[src/rtl/brick_game_ctrl.sv]
// ---------------------------------------------------------------------------
// brick_game_ctrl
//   Game-sequencing controller for the VGA breakout datapath. Derives a
//   once-per-frame update strobe from the VGA scan position, moves the paddle
//   from push-buttons, and spawns, drops and resolves one brick per round.
//   It also keeps the score and the lives count.
//
// Ports
//   clk        in   1   system clock (only clock)
//   reset      in   1   synchronous, active-low reset
//   x, y       in  10   VGA scan position
//   btn_l      in   1   raw left button (asynchronous)
//   btn_r      in   1   raw right button (asynchronous)
//   btn_start  in   1   raw start button (asynchronous)
//   board_x    out 10   paddle top-left column
//   board_y    out 10   paddle top-left row (constant)
//   brick_x    out 10   brick top-left column
//   brick_y    out 10   brick top-left row
//   brick_en   out  1   brick is to be drawn
//   score      out  8   bricks caught, saturating at 255
//   lives      out  2   remaining lives
//   game_over  out  1   high while the game is over
// ---------------------------------------------------------------------------
module brick_game_ctrl #(
    parameter int BOARD_WIDTH  = 64,
    parameter int BOARD_HEIGHT = 8,
    parameter int BOARD_Y      = 440,
    parameter int BRICK_SIZE   = 50,
    parameter int BOARD_STEP   = 4,
    parameter int FALL_STEP    = 2,
    parameter int SPAWN_FRAMES = 30,
    parameter int LIVES_INIT   = 3
) (
    input  logic       clk,
    input  logic       reset,
    input  logic [9:0] x,
    input  logic [9:0] y,
    input  logic       btn_l,
    input  logic       btn_r,
    input  logic       btn_start,
    output logic [9:0] board_x,
    output logic [9:0] board_y,
    output logic [9:0] brick_x,
    output logic [9:0] brick_y,
    output logic       brick_en,
    output logic [7:0] score,
    output logic [1:0] lives,
    output logic       game_over
);

    localparam logic [9:0] BOARD_MAX   = 10'(640 - BOARD_WIDTH);
    localparam logic [9:0] BOARD_X_RST = 10'd288;
    localparam int         CNT_W       = (SPAWN_FRAMES > 1) ? $clog2(SPAWN_FRAMES) : 1;

    typedef enum logic [1:0] {
        IDLE  = 2'd0,
        SPAWN = 2'd1,
        FALL  = 2'd2,
        OVER  = 2'd3
    } state_t;

    // Paddle height only matters to the pixel generator.
    logic [9:0] unused_board_height;
    assign unused_board_height = 10'(BOARD_HEIGHT);

    // ---------------- saturation / clamping helpers ----------------
    function automatic logic [7:0] sat_inc(input logic [7:0] v);
        return (v == 8'hFF) ? 8'hFF : v + 8'd1;
    endfunction

    function automatic logic [9:0] move_left(input logic [9:0] pos);
        return (pos < 10'(BOARD_STEP)) ? 10'd0 : pos - 10'(BOARD_STEP);
    endfunction

    function automatic logic [9:0] move_right(input logic [9:0] pos);
        logic [10:0] sum;
        sum = {1'b0, pos} + 11'(BOARD_STEP);
        return (sum > {1'b0, BOARD_MAX}) ? BOARD_MAX : sum[9:0];
    endfunction

    // ---------------- stage p0/p1: button synchronisers, frame strobe ----------------
    logic btn_l_p0, btn_l_p1;
    logic btn_r_p0, btn_r_p1;
    logic btn_s_p0, btn_s_p1;
    logic tick_raw, tick_d, frame_tick;
    logic [9:0] lfsr;
    logic [9:0] spawn_x;

    // The VGA pixel is held for several clocks; the edge detect keeps one
    // strobe per frame.
    assign tick_raw   = (y == 10'd481) && (x == 10'd0);
    assign frame_tick = tick_raw & ~tick_d;

    // Folding values above 590 down by 512 keeps the whole brick on screen.
    assign spawn_x = (lfsr > 10'd590) ? lfsr - 10'd512 : lfsr;

    always_ff @(posedge clk) begin
        if (!reset) begin
            btn_l_p0 <= 1'b0;
            btn_l_p1 <= 1'b0;
            btn_r_p0 <= 1'b0;
            btn_r_p1 <= 1'b0;
            btn_s_p0 <= 1'b0;
            btn_s_p1 <= 1'b0;
            tick_d   <= 1'b0;
            lfsr     <= 10'h1AB;
        end else begin
            btn_l_p0 <= btn_l;
            btn_l_p1 <= btn_l_p0;
            btn_r_p0 <= btn_r;
            btn_r_p1 <= btn_r_p0;
            btn_s_p0 <= btn_start;
            btn_s_p1 <= btn_s_p0;
            tick_d   <= tick_raw;
            lfsr     <= {lfsr[8:0], lfsr[9] ^ lfsr[6]};
        end
    end

    // ---------------- game state: next-state logic ----------------
    state_t     state, state_nxt;
    logic [CNT_W-1:0] cnt, cnt_nxt;
    logic [9:0] board_x_nxt, brick_x_nxt, brick_y_nxt;
    logic       brick_en_nxt, game_over_nxt;
    logic [7:0] score_nxt;
    logic [1:0] lives_nxt;
    logic       load_spawn;
    logic [10:0] brick_bottom, board_right, brick_right;
    logic       catch_hit;

    assign brick_bottom = {1'b0, brick_y} + 11'(BRICK_SIZE - 1);
    assign board_right  = {1'b0, board_x} + 11'(BOARD_WIDTH - 1);
    assign brick_right  = {1'b0, brick_x} + 11'(BRICK_SIZE - 1);
    // Horizontal overlap against the paddle position before this frame's move.
    assign catch_hit    = ({1'b0, brick_x} <= board_right) && ({1'b0, board_x} <= brick_right);

    always_comb begin
        state_nxt     = state;
        cnt_nxt       = cnt;
        board_x_nxt   = board_x;
        brick_x_nxt   = brick_x;
        brick_y_nxt   = brick_y;
        brick_en_nxt  = brick_en;
        score_nxt     = score;
        lives_nxt     = lives;
        game_over_nxt = game_over;
        load_spawn    = 1'b0;

        if (frame_tick) begin
            if (state != OVER) begin
                if (btn_l_p1 && !btn_r_p1) begin
                    board_x_nxt = move_left(board_x);
                end else if (btn_r_p1 && !btn_l_p1) begin
                    board_x_nxt = move_right(board_x);
                end
            end

            case (state)
                IDLE: begin
                    brick_en_nxt = 1'b0;
                    if (btn_s_p1) begin
                        score_nxt  = 8'd0;
                        lives_nxt  = 2'(LIVES_INIT);
                        load_spawn = 1'b1;
                    end
                end
                SPAWN: begin
                    if (cnt == CNT_W'(SPAWN_FRAMES - 1)) begin
                        state_nxt    = FALL;
                        brick_en_nxt = 1'b1;
                    end else begin
                        cnt_nxt = cnt + CNT_W'(1);
                    end
                end
                FALL: begin
                    // Resolve before moving: the brick never passes the paddle row.
                    if (brick_bottom >= 11'(BOARD_Y)) begin
                        if (catch_hit) begin
                            score_nxt  = sat_inc(score);
                            load_spawn = 1'b1;
                        end else begin
                            lives_nxt = lives - 2'd1;
                            if (lives == 2'd1) begin
                                state_nxt     = OVER;
                                game_over_nxt = 1'b1;
                                brick_en_nxt  = 1'b0;
                            end else begin
                                load_spawn = 1'b1;
                            end
                        end
                    end else begin
                        brick_y_nxt = brick_y + 10'(FALL_STEP);
                    end
                end
                OVER: begin
                    if (btn_s_p1) begin
                        score_nxt     = 8'd0;
                        lives_nxt     = 2'(LIVES_INIT);
                        game_over_nxt = 1'b0;
                        load_spawn    = 1'b1;
                    end
                end
                default: state_nxt = IDLE;
            endcase

            if (load_spawn) begin
                state_nxt    = SPAWN;
                brick_x_nxt  = spawn_x;
                brick_y_nxt  = 10'd0;
                brick_en_nxt = 1'b0;
                cnt_nxt      = '0;
            end
        end
    end

    // ---------------- game state: registers ----------------
    always_ff @(posedge clk) begin
        if (!reset) begin
            state     <= IDLE;
            cnt       <= '0;
            board_x   <= BOARD_X_RST;
            brick_x   <= 10'd0;
            brick_y   <= 10'd0;
            brick_en  <= 1'b0;
            score     <= 8'd0;
            lives     <= 2'(LIVES_INIT);
            game_over <= 1'b0;
        end else begin
            state     <= state_nxt;
            cnt       <= cnt_nxt;
            board_x   <= board_x_nxt;
            brick_x   <= brick_x_nxt;
            brick_y   <= brick_y_nxt;
            brick_en  <= brick_en_nxt;
            score     <= score_nxt;
            lives     <= lives_nxt;
            game_over <= game_over_nxt;
        end
    end

    assign board_y = 10'(BOARD_Y);

endmodule
[config.mk]
export PLATFORM = sky130hd
export DESIGN_NAME = brick_game_ctrl
export DESIGN_NICKNAME = d
export VERILOG_FILES = /design/src/rtl/brick_game_ctrl.sv
export SDC_FILE = /design/constraint.sdc
export NUM_CORES = 1
export LEC_CHECK = 0
export BUFFER_PORTS_ARGS = -buffer_cell sky130_fd_sc_hd__buf_2
export CAP_MARGIN = 20
export CORE_MARGIN = 8
export CORE_UTILIZATION = 30
export CTS_BUF_LIST = sky130_fd_sc_hd__clkbuf_2
export DETAILED_ROUTE_END_ITERATION = 10
export PLACE_DENSITY_LB_ADDON = 0.3
export RECOVER_POWER = 100
export SYNTH_ARGS = -nofsm -noshare
export SYNTH_HDL_FRONTEND = slang
export SYNTH_SLANG_ARGS = --single-unit
[constraint.sdc]
create_clock -name clk -period 8 [get_ports clk]
set_clock_uncertainty 0.15 [all_clocks]
set_input_delay 0.8 -clock clk [delete_from_list [all_inputs] [get_ports clk]]
set_output_delay 0.8 -clock clk [all_outputs]
set_load 0.02 [all_outputs]
## Word level (Yosys, flattened, before mapping)

Cells that the tools add are included.

| operators by class | value |
|---|---|
| add/sub/neg operators | 10 |
| $lt $le $gt $ge | 6 |
| equality and inequality tests | 20 |
| mux-type cells | 43 |
| bitwise logic cells | 3 |
| reduce and logical (&&, ||, !) cells | 25 |

Operators with widths:

| cell | number |
|---|---|
| 10-bit 2-to-1 mux | 8 |
| 10-bit by 6-bit adder with 11-bit output, second input constant | 3 |
| 8-bit 2-to-1 mux | 4 |
| 10-bit by 11-bit less-or-equal comparator with 1-bit output | 2 |
| 6-bit AND reduction | 3 |
| 2-bit 2-to-1 mux | 8 |
| 8-bit case mux with 2 select lines | 1 |
| 5-bit 2-to-1 mux | 3 |
| 1-bit 2-to-1 mux | 14 |
| 2-bit != test, second input constant | 6 |
| 3-bit != test, second input constant | 4 |
| 10-bit by 3-bit adder with 11-bit output, second input constant | 1 |
| 11-bit by 9-bit >= comparator with 1-bit output, second input constant | 1 |
| 11-bit by 10-bit > comparator with 1-bit output, second input constant | 1 |
| 10-bit by 2-bit adder with 10-bit output, second input constant | 1 |
| 10-bit by 9-bit equality test with 1-bit output, second input constant | 1 |
| 10-bit > comparator, second input constant | 1 |
| 10-bit logical NOT | 1 |
| 10-bit by 3-bit less-than comparator with 1-bit output, second input constant | 1 |
| 5-bit AND reduction | 2 |
| 2-bit nonzero test | 5 |
| 10-bit subtractor, second input constant | 1 |
| 10-bit by 3-bit subtractor with 10-bit output, second input constant | 1 |
| 3-bit AND reduction | 3 |
| other kinds (21) | 31 |

| word-level totals | value |
|---|---|
| bits in registers | 66 |
| bits of input ports | 25 |
| output and inout bits | 52 |
| word-level logic and storage cells | 124 |

## Logic depth before layout (Yosys ltp)

| depth | value |
|---|---|
| word-level depth | 9 |
| mapped depth | 14 |
| depth with buffers taken out | 13 |

## Least setup slack after synthesis

OpenSTA, ideal clock, no wires.

| timing path | value |
|---|---|
| path type | register to register |
| from | reg board_x[4] |
| to | reg score[6] |
| setup time | 0.119 ns |
| arrival | 3.288 ns |
| data required time | 7.731 ns |
| slack | 4.443 ns |
| stages on the path, launching flop included | 15 |
| path buffers | 2 |
| period minus slack after synthesis | 3.557 ns |
| path through | dfxtp_1 > buf_1 > nor3_1 > nand2b_1 > nand4_1 > xor2_1 > ha_1 > nand3_1 > or3_1 > o211ai_1 > a32oi_1 > o2111ai_1 > clkbuf_1 > nor2_1 > o221a_2 |

| on the way | value |
|---|---|
| cells in the longest elaborated chain, start to end | 5 |
| elaborated cells on any way between the ends | 6 |
| classes of those cells | 1 x add/sub; 2 x order compare; 1 x eq/ne; 2 x reduce/logical |

Ends and longest elaborated chain:

| element | line | source |
|---|---|---|
| start: declaration | 41 | `output logic [9:0] board_x,` |
| start signal: assignment | 230 | `board_x <= board_x_nxt;` |
| 10-bit by 6-bit adder with 11-bit output | 131 | `assign board_right = {1'b0, board_x} + 11'(BOARD_WIDTH - 1);` |
| 10-bit by 11-bit less-or-equal comparator with 1-bit output | 134 | `assign catch_hit = ({1'b0, brick_x} <= board_right) && ({1'b0, board_x} <= brick_right);` |
| 1-bit logical AND (*) | 134 |  |
| 2-bit != test (no line) (*) | n/a |  |
| 5-bit AND reduction (no line) (*) | n/a |  |
| end signal: assignment | 234 | `score <= score_nxt;` |
| end: declaration | 46 | `output logic [7:0] score,` |

Every way passes the cells marked *; elsewhere a longest branch is shown, timed or not.
A chain may end at the register's enable or synchronous reset.

## Final worst setup path

| timing path | value |
|---|---|
| from | reg board_x[2] |
| to | reg brick_y[2] |

| on the way | value |
|---|---|
| cells in the longest elaborated chain, start to end | 9 |
| elaborated cells on any way between the ends | 12 |
| classes of those cells | 1 x add/sub; 2 x order compare; 1 x eq/ne; 5 x mux; 3 x reduce/logical |

Ends and longest elaborated chain:

| element | line | source |
|---|---|---|
| 10-bit by 6-bit adder with 11-bit output | 131 |  |
| 10-bit by 11-bit less-or-equal comparator with 1-bit output | 134 |  |
| 1-bit logical AND (*) | 134 |  |
| 1-bit 2-to-1 mux (*) | 177 | `if (catch_hit) begin` |
| 1-bit 2-to-1 mux (*) | 176 | `if (brick_bottom >= 11'(BOARD_Y)) begin` |
| 1-bit case mux with 2 select lines (*) | 157 | `case (state)` |
| 1-bit 2-to-1 mux (*) | 148 | `if (frame_tick) begin` |
| 2-bit by 1-bit != test with 1-bit output (no line) or 2-bit nonzero test (tied branches) | n/a |  |
| 3-bit AND reduction (no line) | n/a |  |
| end signal: assignment | 232 | `brick_y <= brick_y_nxt;` |
| end: declaration | 44 | `output logic [9:0] brick_y,` |

Every way passes the cells marked *; elsewhere a longest branch is shown, timed or not. The select of a mux whose other input is x is not followed.

==> summary.md <==
| Metric | Value |
|---|---|
| Outcome | finished, violations left |
| Failing checks | max-capacitance violations, max-slew violations |
| Avg Synthesized Cell Area | 8.29 sq um |
| Die extent in y | 130 um |
| Post-CTS Hold Fix Bufs | 0 |
| Leak Pwr | 0.00167 uW |
| Final hold slack | between 200 and 300 ps |
| Detailed placer's ending HPWL | 7860 um |
| Post-synthesis mux area share | 0.00774 |
| Critical Path, Cell by Cell | inv_1 > ha_1 > nor3b_1 > xor2_1 > ha_1 > nand4_1 > or3_1 > o211ai_1 > a32oi_1 > a21boi_0 > clkbuf_1 > nand4_1 > o31ai_1 |
| Arr. time, crit path | 4500 ps |
| Simple-gate area share of the yosys netlist | 0.260 |
| Total Neg Setup Slack | 0 ps |
| Worst slew pin tran | approximately 2200 ps |
| Required time of the worst setup path | 8280 ps |
| Synth Instances | 468 |
| HP Class | flop to flop |
| Congestion Overflow GR | 0 |
| Io pins | 77 |
| CTS resizes | 0 |
| FF-to-FF path depth | 13 |
| Setup crit end kind | flop |
| Crit share post-route | 0.527 |
| Synthesized area | slightly below 4000 sq um |
| Drt first-iter violations | approximately 210 |
| Placement Rows | between 40 and 50 |
| Synthesis Warnings | 0 |
| Crit start category | flop |
| Post-synthesis sequential area ratio | 0.325 |
| Slew HR | -0.454 |
| Highest Clock Rate | 237 MHz |
| Clk buf depth | 2 |
| Initial antenna violation count | 0 |
| Clock Sinks | 63 |
| Fin crit period | approximately 4200 ps |
| Pin count of the biggest net entering global routing | 54 |
| Setup Crit Path Kind | flop to flop |
| TritonCTS Buffers | 9 |
| Dominant synthesized flop cell | dfxtp_1 |
| FF+latch count, synth | 63 |
| Root buf cell | clkbuf_2 |
| Max stage delay on crit path | between 600 and 700 ps |
| Gpl congestion | around 0.8 |
| Antenna violation net count after detailed routing | 0 |
| Fin nets | 576 |
| Die width | 130 um |
| Final Setup Violations | 0 |
| First-pass GRT wire length | 16,800 um |
| Worst Hold Depth | 2 |
| Compound-Gate Fraction of Synth Area | 0.184 |
| Vias per cell | about 5.2 |
| Clock latency on the worst-skew pair | about 530 ps |
| Initial Utilization | 0.307 |
| Final hold violations | 0 |
| DRC Markers | 0 |
| Synth cell types | 63 |
| Max cap viols | 1 |
| WL/cell | 14.9 um |
| Synth Area in XOR/XNOR | 0.0542 |
| CTS tree | built |
| Peak VDD IR | ~77 uV |
| Pre-Repair DR Iteration Count | 6 |
| Ratio of cells with drive above 1 in the final layout | 0.0971 |
| Max Slew Vio Count | between 50 and 60 |
| Worst path slowest cell | clkbuf_1 |
| Commonest cells after routing, fill and taps aside | dfxtp_1, nand2_1, clkbuf_1 |
| Total die area | 16,800 sq um |
| Worst-path clk slew | approximately 210 ps |
| Crit-path max FO | 23 |
| Post-CTS repair timing setup buffer count | 0 |
| Vias in the first global route | 3,395 |
| Fillers | 1,397 |
| FF/Latch Area | 1260 sq um |
| Core area | 12,600 sq um |
| EDFF count, synth | 0 |
| Most common cell after layout, fill and taps aside | dfxtp_1 |
| Power per cell area | 140 nW/um^2 |
| Vias | 3,617 |
| Area Overhead vs Synth | 13.0% |
| RSZ-0062 raised after global routing | no |
| Main combinational cell family by area after synthesis | simple AND/OR/NAND/NOR gates |
| GRT Util Overall | 0.124 |
| Area of the multi-input gates | 2390 sq um |
| Adder-Cell Fraction of Synth Area | 0.100 |
| Final WL | 10,400 um |
| N_diodes | 0 |
| Async SR Flop Fraction | 0 |
| I/O Buffers | 63 |
| H-tree Lvls | 3 |
-- routing by layer --
metal	share of wire	vias to the layer above	wire length, um	GRT usage
met5	0	-	0	0
met4	0.023	0	240	0.0656
met3	0.049	20	512	0.0253
met2	0.47	125	4910	0.204
met1	0.45	1691	4700	0.150
li1	-	1781	-	-
-- through the flow --
| stage | worst slack (ps) | util | cell area [sq um] | power (uW) | cells |
|---|---|---|---|---|---|
| floorplan | 4440 | - | 3920 | 353 | 479 |
| global placement | 4000 | 0.339 | 4280 | 359 | 680 |
| detailed placement | 3840 | 0.339 | 4280 | 359 | 680 |
| CTS | 3790 | 0.352 | 4440 | 625 | 696 |
| global route | 3280 | 0.347 | 4380 | 642 | 697 |
| finish | 3780 | 0.347 | 4380 | 613 | 697 |
-- path summary, 6_finish.rpt --
path	start	end	slack [ps]
max	board_x[2]$_SDFFE_PN0P_	brick_y[2]$_SDFFE_PN0P_	3780
min	lfsr[5]$_SDFF_PN1_	lfsr[6]$_SDFF_PN0_	300
max reg2reg	board_x[2]$_SDFFE_PN0P_	brick_y[2]$_SDFFE_PN0P_	3780
min reg2reg	lfsr[5]$_SDFF_PN1_	lfsr[6]$_SDFF_PN0_	300
-- cells in the mapped netlist (all sizes together) (4+ instances only) --
| cell | instances | area (sq um) |
|---|---|---|
| nor3b | 4 | 30.0 |
| a21boi | 4 | 30.0 |
| nand3 | 26 | 130 |
| nand3b | 4 | 42.5 |
| a21oi | 21 | 105 |
| xnor2 | 12 | 105 |
| nand2 | 42 | 158 |
| nor4b | 4 | 35.0 |
| o21ai | 23 | 115 |
| and2 | 9 | 56.3 |
| inv | 20 | 75.1 |
| a31oi | 9 | 56.3 |
| xor2 | 12 | 105 |
| and3 | 8 | 50.1 |
| a21o | 4 | 30.0 |
| clkbuf | 18 | 67.6 |
| nor3 | 13 | 70.1 |
| dfxtp | 63 | 1260 |
| nor4 | 4 | 37.5 |
| o21a | 5 | 37.5 |
| o221a | 6 | 67.6 |
| buf | 17 | 114 |
| nand2b | 9 | 56.3 |
| nor2 | 31 | 116 |
| ha | 31 | 388 |
| nand4 | 15 | 93.8 |
-- cells by family (layout without fill, tap and decap cells) --
logic type / after synthesis / in the layout
other: 2 / 13
DFF: 63 / 63
adders and majority gates: 31 / 31
AOI/OAI and AO/OA: 104 / 104
xor gates and xnor gates: 24 / 24
muxes: 3 / 3
buffers and inverters: 56 / 102
and+or+nand+nor: 185 / 185
-- critical path, delay by kind of cell (launching register included) --
kind / cells / cell delay [ps]
XOR/XNOR: 1 / 150
flip-flops: 1 / 450
AND/OR/NAND/NOR: 4 / 1140
AO/OA/AOI/OAI: 4 / 780
buffers and inverters: 2 / 840
adder cells (fa/ha/maj): 2 / 610
-- registers in the layout, summed over array words and instances (netlist names) --
signal / cells
brick_x: 10
lfsr: 10
brick_y: 9
board_x: 8
score: 8
cnt: 5
lives: 2
state: 2
brick_en: 1
btn_l_p0: 1
btn_l_p1: 1
btn_r_p0: 1
btn_r_p1: 1
btn_s_p0: 1
btn_s_p1: 1
game_over: 1
tick_d: 1
-- power by group --
group          internal (uW)  leakage, uW  switching [uW]
Combinational           10.6      0.00107            19.9
Sequential               319     0.000512            2.92
Clock                    136    0.0000941             125
-- area by class of cell --
cell class,instances,area share
multi-input combinational,360,0.545
sequential,63,0.288
timing repair buffer,65,0.0622
tap,172,0.0491
clock inverter,7,0.0274
inverter,21,0.0180
clock buffer,9,0.0103
Power figures use the tool's default switching activity.
